### config.mk
export PLATFORM = sky130hd
export DESIGN_NAME = instr_loader
export DESIGN_NICKNAME = d
export VERILOG_FILES = /design/src/rtl/instr_loader_pkg.sv /design/src/rtl/instr_loader_byte_packer.sv /design/src/rtl/instr_loader.sv
export SDC_FILE = /design/constraint.sdc
export NUM_CORES = 1
export LEC_CHECK = 0
export ABC_AREA = 1
export BUFFER_PORTS_ARGS = -buffer_cell sky130_fd_sc_hd__buf_4
export CORE_UTILIZATION = 55
export DETAILED_ROUTE_END_ITERATION = 8
export PLACE_DENSITY = 0.77
export SETUP_SLACK_MARGIN = 0.4
export SYNTH_ARGS = -nofsm -noshare
export SYNTH_HDL_FRONTEND = slang
export SYNTH_HIERARCHICAL = 1
export SYNTH_SLANG_ARGS = --single-unit
### constraint.sdc
create_clock -name clk -period 2.3 [get_ports clk]
set_clock_uncertainty 0.1 [all_clocks]
set_input_delay 0.23 -clock clk [delete_from_list [all_inputs] [get_ports clk]]
set_output_delay 0.23 -clock clk [all_outputs]
set_load 0.01 [all_outputs]
### src/rtl/instr_loader_pkg.sv
// Shared types and defaults for the instruction loader: state encoding and
// the default memory geometry.
package instr_loader_pkg;

    localparam int LDR_ADDR_W = 8;
    localparam int LDR_DATA_W = 32;
    localparam int LDR_DEPTH  = 256;

    typedef enum logic [1:0] {
        LDR_IDLE = 2'd0,
        LDR_LOAD = 2'd1,
        LDR_DONE = 2'd2
    } ldr_state_t;

endpackage

### src/rtl/instr_loader_byte_packer.sv
// Assembles little-endian bytes into DATA_W words; word_valid flags the cycle
// the final byte of a word is accepted, with that byte already merged into word.
module instr_loader_byte_packer #(
    parameter int DATA_W = 32
) (
    input  logic              clk,
    input  logic              rst,
    input  logic              clear,
    input  logic              accept,
    input  logic [7:0]        in_data,
    output logic [DATA_W-1:0] word,
    output logic              word_valid
);

    localparam int NB = DATA_W / 8;
    localparam int BW = (NB > 1) ? $clog2(NB) : 1;

    logic [BW-1:0]     byte_idx;
    logic [DATA_W-1:0] assemble;
    logic              last;

    assign last = (byte_idx == BW'(NB - 1));

    always_ff @(posedge clk or negedge rst) begin
        if (!rst) begin
            byte_idx <= '0;
            assemble <= '0;
        end else if (clear) begin
            byte_idx <= '0;
        end else if (accept) begin
            assemble[byte_idx*8 +: 8] <= in_data;
            byte_idx                  <= last ? '0 : byte_idx + 1'b1;
        end
    end

    // Every byte lane is rewritten per word, so stale lanes never leak out.
    always_comb begin
        word                  = assemble;
        word[byte_idx*8 +: 8] = in_data;
    end

    assign word_valid = accept & last;

endmodule

### src/rtl/instr_loader.sv
// Loads a program image from a byte stream into instruction memory and holds
// the CPU in reset until a complete image has been written.
module instr_loader
    import instr_loader_pkg::*;
#(
    parameter int ADDR_W = LDR_ADDR_W,
    parameter int DATA_W = LDR_DATA_W,
    parameter int DEPTH  = LDR_DEPTH
) (
    input  logic              clk,
    input  logic              rst,
    input  logic              start,
    input  logic [ADDR_W:0]   len,
    input  logic              abort,
    input  logic [7:0]        in_data,
    input  logic              in_valid,
    output logic              in_ready,
    output logic              mem_write,
    output logic [ADDR_W-1:0] mem_addr,
    output logic [DATA_W-1:0] mem_data,
    output logic              busy,
    output logic              done,
    output logic              cpu_hold,
    output logic [DATA_W-1:0] checksum
);

    ldr_state_t        state, state_next;
    logic [ADDR_W:0]   len_sat, len_reg;
    logic [ADDR_W-1:0] word_cnt;
    logic [DATA_W-1:0] acc, word;
    logic              accept, word_valid, last_word, take_start;

    // Saturating len keeps word_cnt, and thus mem_addr, below DEPTH.
    assign len_sat    = (len > (ADDR_W+1)'(DEPTH)) ? (ADDR_W+1)'(DEPTH) : len;
    assign take_start = (state == LDR_IDLE) && start && !abort;
    assign accept     = in_valid && in_ready;
    assign last_word  = ({1'b0, word_cnt} == len_reg - 1'b1);

    instr_loader_byte_packer #(.DATA_W(DATA_W)) u_packer (
        .clk        (clk),
        .rst        (rst),
        .clear      (take_start | abort),
        .accept     (accept),
        .in_data    (in_data),
        .word       (word),
        .word_valid (word_valid)
    );

    always_ff @(posedge clk or negedge rst) begin
        if (!rst) state <= LDR_IDLE;
        else      state <= state_next;
    end

    always_comb begin
        state_next = state;
        if (abort) begin
            state_next = LDR_IDLE;
        end else begin
            case (state)
                LDR_IDLE: if (start) state_next = (len_sat == '0) ? LDR_DONE : LDR_LOAD;
                LDR_LOAD: if (word_valid && last_word) state_next = LDR_DONE;
                LDR_DONE: state_next = LDR_IDLE;
                default:  state_next = LDR_IDLE;
            endcase
        end
    end

    always_comb begin
        in_ready = (state == LDR_LOAD) && !abort;
        busy     = (state == LDR_LOAD);
        done     = (state == LDR_DONE) && !abort;
    end

    always_ff @(posedge clk or negedge rst) begin
        if (!rst) begin
            len_reg   <= '0;
            word_cnt  <= '0;
            acc       <= '0;
            mem_write <= 1'b0;
            mem_addr  <= '0;
            mem_data  <= '0;
            checksum  <= '0;
            cpu_hold  <= 1'b1;
        end else begin
            mem_write <= 1'b0;
            if (abort) begin
                cpu_hold <= 1'b1;
            end else if (take_start) begin
                len_reg  <= len_sat;
                word_cnt <= '0;
                acc      <= '0;
                cpu_hold <= 1'b1;
            end else begin
                if (word_valid) begin
                    mem_write <= 1'b1;
                    mem_addr  <= word_cnt;
                    mem_data  <= word;
                    acc       <= acc ^ word;
                    if (!last_word) word_cnt <= word_cnt + 1'b1;
                end
                if (done) begin
                    checksum <= acc;
                    cpu_hold <= 1'b0;
                end
            end
        end
    end

endmodule

### Word-level counts from Yosys, hierarchy flattened

Cells that the tools add are included.

| word-level totals | value |
|---|---|
| input port bits | 22 |
| logic and storage cells | 71 |
| bits in registers | 159 |

| cells by class | value |
|---|---|
| $add $sub $neg | 4 |
| shifts and indexed selects | 2 |
| bitwise operators | 6 |
| $lt $le $gt $ge | 1 |
| reduce and logical (&&, ||, !) cells | 19 |
| equality and inequality tests | 7 |
| mux-type cells | 21 |

Operators by type and width:

| operator | count |
|---|---|
| 32-bit two-way mux | 2 |
| 5-bit negation with 34-bit output | 1 |
| 8-bit by 34-bit variable shift with 32-bit output, first input constant | 1 |
| 8-bit by 34-bit variable part select with 32-bit output | 1 |
| 32-bit bitwise mux | 1 |
| 32-bit bitwise XOR | 1 |
| 8-bit two-way mux | 3 |
| 2-bit two-way mux | 7 |
| 8-bit by 9-bit == test with 1-bit output | 1 |
| 9-bit > comparator, second input constant | 1 |
| 9-bit zero test | 1 |
| 9-bit two-way mux | 1 |
| 3-bit AND reduction | 3 |
| 9-bit by 1-bit subtractor with 9-bit output, second input constant | 1 |
| 8-bit by 1-bit adder with 8-bit output, second input constant | 1 |
| 2-bit AND reduction | 4 |
| 1-bit logical AND | 6 |
| 1-bit two-way mux | 6 |
| 2-bit == test, second input constant | 2 |
| 2-bit one-hot mux with 2 select lines | 1 |
| 2-bit nonzero test | 2 |
| 3-bit by 2-bit != test with 1-bit output, second input constant | 1 |
| 3-bit != test, second input constant | 1 |
| 1-bit NOT | 3 |
| other kinds (8) | 8 |

### Logic depth before layout (Yosys ltp)

| depth | value |
|---|---|
| depth in word-level cells | 8 |
| gate-level depth with buffers | 14 |
| depth with buffers taken out | 14 |

### Cells and area by module

Netlist, hierarchy kept.

By module, submodules not included:

| module | times used | area an instance (um^2) | cells each |
|---|---|---|---|
| instr_loader | 1 | 5535.3 | 651 |
| instr_loader_byte_packer | 1 | 1920.6 | 288 |

### Worst setup path after synthesis

OpenSTA, ideal clock, no wires.

| path | value |
|---|---|
| path type | register -> register |
| start point | register u_packer.byte_idx[0] |
| end point | register acc[2] |
| arrival time | 1.736 ns |
| setup time | 0.123 ns |
| required time | 2.077 ns |
| path slack | 0.341 ns |
| path buffers | 0 |
| stages on the path, launching flop included | 9 |
| cells stage by stage | dfrtp_1 inv_2 ha_1 nor2_1 nand4_1 nand2_1 nand2_1 o21ai_0 a21oi_1 |

| on the way | value |
|---|---|
| word-level cells in the longest chain between the ends | 6 |
| elaborated cells on any way between the ends | 11 |
| classes of those cells | add/sub: 1; eq/ne: 1; shift: 2; mux: 3; bitwise: 2; reduce/logical: 2 |

Ends and longest elaborated chain:

| what | line | text |
|---|---|---|
| start, declared | instr_loader_byte_packer.sv:18 | `logic [BW-1:0] byte_idx;` |
| start signal, assigned | instr_loader_byte_packer.sv:32 | `byte_idx <= last ? '0 : byte_idx + 1'b1;` |
| 5-bit negation with 34-bit output (*) | instr_loader_byte_packer.sv:39 | `word[byte_idx*8 +: 8] = in_data;` |
| 8-bit by 34-bit variable part select with 32-bit output / 8-bit by 34-bit variable shift with 32-bit output (equally long branches) | instr_loader_byte_packer.sv:39 |  |
| 32-bit bitwise mux (*) | instr_loader_byte_packer.sv:39 |  |
| via word[2] | instr_loader.sv:30 | `logic [DATA_W-1:0] acc, word;` |
| 32-bit bitwise XOR (*) | instr_loader.sv:98 | `acc <= acc ^ word;` |
| 32-bit two-way mux (*) | instr_loader.sv:94 | `if (word_valid) begin` |
| 32-bit two-way mux (*) | instr_loader.sv:88 | `end else if (take_start) begin` |
| end signal, assigned | instr_loader.sv:98 |  |
| end, declared | instr_loader.sv:30 |  |

The timed path passes the listed nets; every way through them passes the cells marked *. The select of a mux whose other input is x is not followed.
A chain may end at the register's enable or synchronous reset.

### Final worst setup path

| path | value |
|---|---|
| start point | register len_reg[0] |
| end point | register word_cnt[7] |

| on the way | value |
|---|---|
| word-level cells in the longest chain between the ends | 4 |

Ends and longest elaborated chain:

| what | line | text |
|---|---|---|
| start, declared | instr_loader.sv:28 | `logic [ADDR_W:0] len_sat, len_reg;` |
| start signal, assigned | instr_loader.sv:89 | `len_reg <= len_sat;` |
| 9-bit by 1-bit subtractor with 9-bit output | instr_loader.sv:37 | `assign last_word = ({1'b0, word_cnt} == len_reg - 1'b1);` |
| 8-bit by 9-bit == test with 1-bit output | instr_loader.sv:37 |  |
| 2-bit by 1-bit != test with 1-bit output (no line) | -- |  |
| 3-bit AND reduction (no line) | -- |  |
| end signal, assigned | instr_loader.sv:99 | `if (!last_word) word_cnt <= word_cnt + 1'b1;` |
| end, declared | instr_loader.sv:29 | `logic [ADDR_W-1:0] word_cnt;` |

Every way passes these cells.

==> impl_metrics.toml <==
[outcome]
outcome = "finished, final reports clean"

[setup_path]
cp_max_fo = 5
startpoint_type = "register"
crit_start = "len_reg[0]"
cp.required_ps = 2510
cp.arrival_ps = 2100
cp-end-kind = "register"
worstSetupPathType = "register to register"
r2r_start = "len_reg[0]"

[run]
cap_viol_max_count = 0

[synth]
avgSynthCellArea_um2 = 7.94
ys_seq_area_frac = 0.534
yosys.area.top_type = "dfrtp_1"
synthesis.area_mm2 = 0.00746
syn-num-nets = 968
synth-seq-cells = 159
synth_cell_type_count = 37
synth_top_area_share = 0.530
yosys-top-cells-area = "dfrtp_1 (53%), nand2_1 (22%), o21ai_0 (3.8%)"
synth_warnings = 6
synthCells = 939

[grt]
grt_pass1_vias = 6072
grt_max_degree = 63
grt_pass1_wl_um = 29700
antenna_found_initial = 0
gr-usage-all-layers = 0.270
overflow = 0

[clocking]
cts_num_sinks = 159
clk-insertion-delay-late_ps = 420
cts_tree = "done"
ctsHtreeMaxLevel = 4
cts.clk_slew.worst_paths_ps = 60
cts-root-buf = "clkbuf_16"
clockBufferDepth = 2
cts_buffers = 17

[timing]
maxSlewViolCount = 0
rsz0062_at_grt = "yes"
hold_viol_final = 0
fin_setup_tns_ps = 0
clock.fmax_ghz = 0.527
slew_headroom = 0.701
setup_viol = 0
timing.hold.ws_ps = 24.6
worst_pin_slew_ps = 448
post-route-min-period_ps = 1900
period_share = 0.824

[power_and_ir_drop]
total_power_mw = 8.09
vdd_drop_max_uv = 657
switching_share = 0.295
p_seq_frac = 0.413
power_density_mw_per_mm2 = 847
leakagePower_nw = 5.10
switchingPower_mw = 2.38
power_frac_comb = 0.226
p_int_mw = 5.71
clockPowerShare = 0.360

[detailed_routing]
drc_errors = 0
via_per_inst = 5.25
wirelength_um = 18600
dr.pass1.iters = 5
postRouteAntennaNets = 0
first_iter_violations = 481
vias = 6595
routedWlPerCell_um = 14.8

[die]
start_util = 0.563
die_h_um = 118
num_io_pins = 99
fp-row-count = 42
dieArea_mm2 = 0.0140
core_area_mm2 = 0.0132
die_x_um = 118

[cells_and_area]
drive_gt1_frac = 0.234
final_common_cell = "nand2_1"
stdcell_count = 1257
fin_nets = 1097
diodes = 0
fill_cells = 1031
area.growth.synth_to_final_pct = 28.2
layout_common_cells = "nand2_1 (412), dfrtp_1 (157), buf_4 (120), inv_1 (54), o21ai_0 (41)"

[placed_design]
gp_congestion = 0.894
dpl.hpwl_um = 11600
numPortBuffers = 98
dp.cells = 1199

[worst_hold_path]
min_path_type = "primary input to register"
hold_start = "len[8]"
cell usage after synthesis, drive strengths merged:
library cell and count:
nor2 47, buf 24, nand2 452, a22o 1, a21oi 26, xor2 6
nor3b 1, dfrtp 158, ha 7, inv 70, o21ai 66, nand3 33
and3 1, nand4 13, clkbuf 9, or2 2, a32oi 8, o22ai 1
xnor2 5, clkinv 4, nor3 1, nor4 3, dfstp 1
timing repair:
action,4_1_cts,5_1_grt
pin swaps,2,24
setup buffers,3,9
cloned,1,2
gates resized for setup,15,81
setup endpoints to repair,68,77
endpoints found under the hold margin,51,0
hold buffers,11,0
critical path, stage by stage (launching register included):
cell     delay, ps
dfrtp_1        380
inv_2          100
ha_4           170
nand2_2         60
nor2_2         130
nand2_1         60
nand2_1        100
nand2_2         90
nor2_4         120
nand3_4        130
nand2_8        120
nand2_4         70
nand2_2         80
nand2_1         70
metal layers:
layer  wire length [µm]  vias to the layer above  track usage  part of all wire
met2               8990                      211        0.427              0.48
met1               8120                     3127        0.371              0.44
li1                   -                     3216            -                 -
met5                  0                        -            0                 0
met4                581                        0        0.117             0.031
met3                921                       41       0.0420             0.049
metrics by stage:
stage	setup WS [ps]	util	instance area, µm²
6_report	404	0.722	9560
5_1_grt	308	0.722	9560
4_1_cts	406	0.698	9240
3_5_place_dp	184	0.635	8410
3_3_place_gp	242	0.635	8410
2_1_floorplan	380	-	7460
power by group through the flow:
stage	Sequential [mW]	Combinational [mW]	Clock, mW
floorplan	3.43	0.942	0
global placement	3.37	1.58	0
detailed placement	3.39	1.61	0
CTS	3.34	1.68	2.95
global route	3.38	2.04	3.08
finish	3.35	1.83	2.91
worst paths after layout:
kind | cells after the start | to | slack (ps)
setup / recovery | 13 | word_cnt[7] | 400
setup reg to reg | 13 | word_cnt[7] | 400
hold reg to reg | 2 | mem_data[18] | 380
min in group asynchronous | 2 | checksum[8] | 200
max in group asynchronous | 3 | cpu_hold | 1190
hold / removal | 3 | len_reg[8] | 20
cell type report:
| cell class | count | area [µm²] | share of cell area |
|---|---|---|---|
| Clock buffer | 22 | 484 | 0.0507 |
| Clock inverter | 10 | 134 | 0.0140 |
| Inverter | 74 | 304 | 0.0318 |
| Multi-Input combinational cell | 674 | 3220 | 0.337 |
| Sequential cell | 159 | 3980 | 0.417 |
| Tap cell | 176 | 220 | 0.0230 |
| Timing Repair Buffer | 142 | 1220 | 0.127 |
cell families (layout without fill, tap and decap cells):
| logic type | Yosys count | count (layout) | share of synthesized area |
|---|---|---|---|
| fa+ha+maj | 7 | 7 | 0.0117 |
| xor+xnor | 11 | 11 | 0.0129 |
| compound gates | 102 | 102 | 0.0737 |
| flops | 159 | 159 | 0.534 |
| simple gates | 553 | 554 | 0.307 |
| buf+inv | 107 | 248 | 0.0613 |
(Power assumes the default switching activity.)
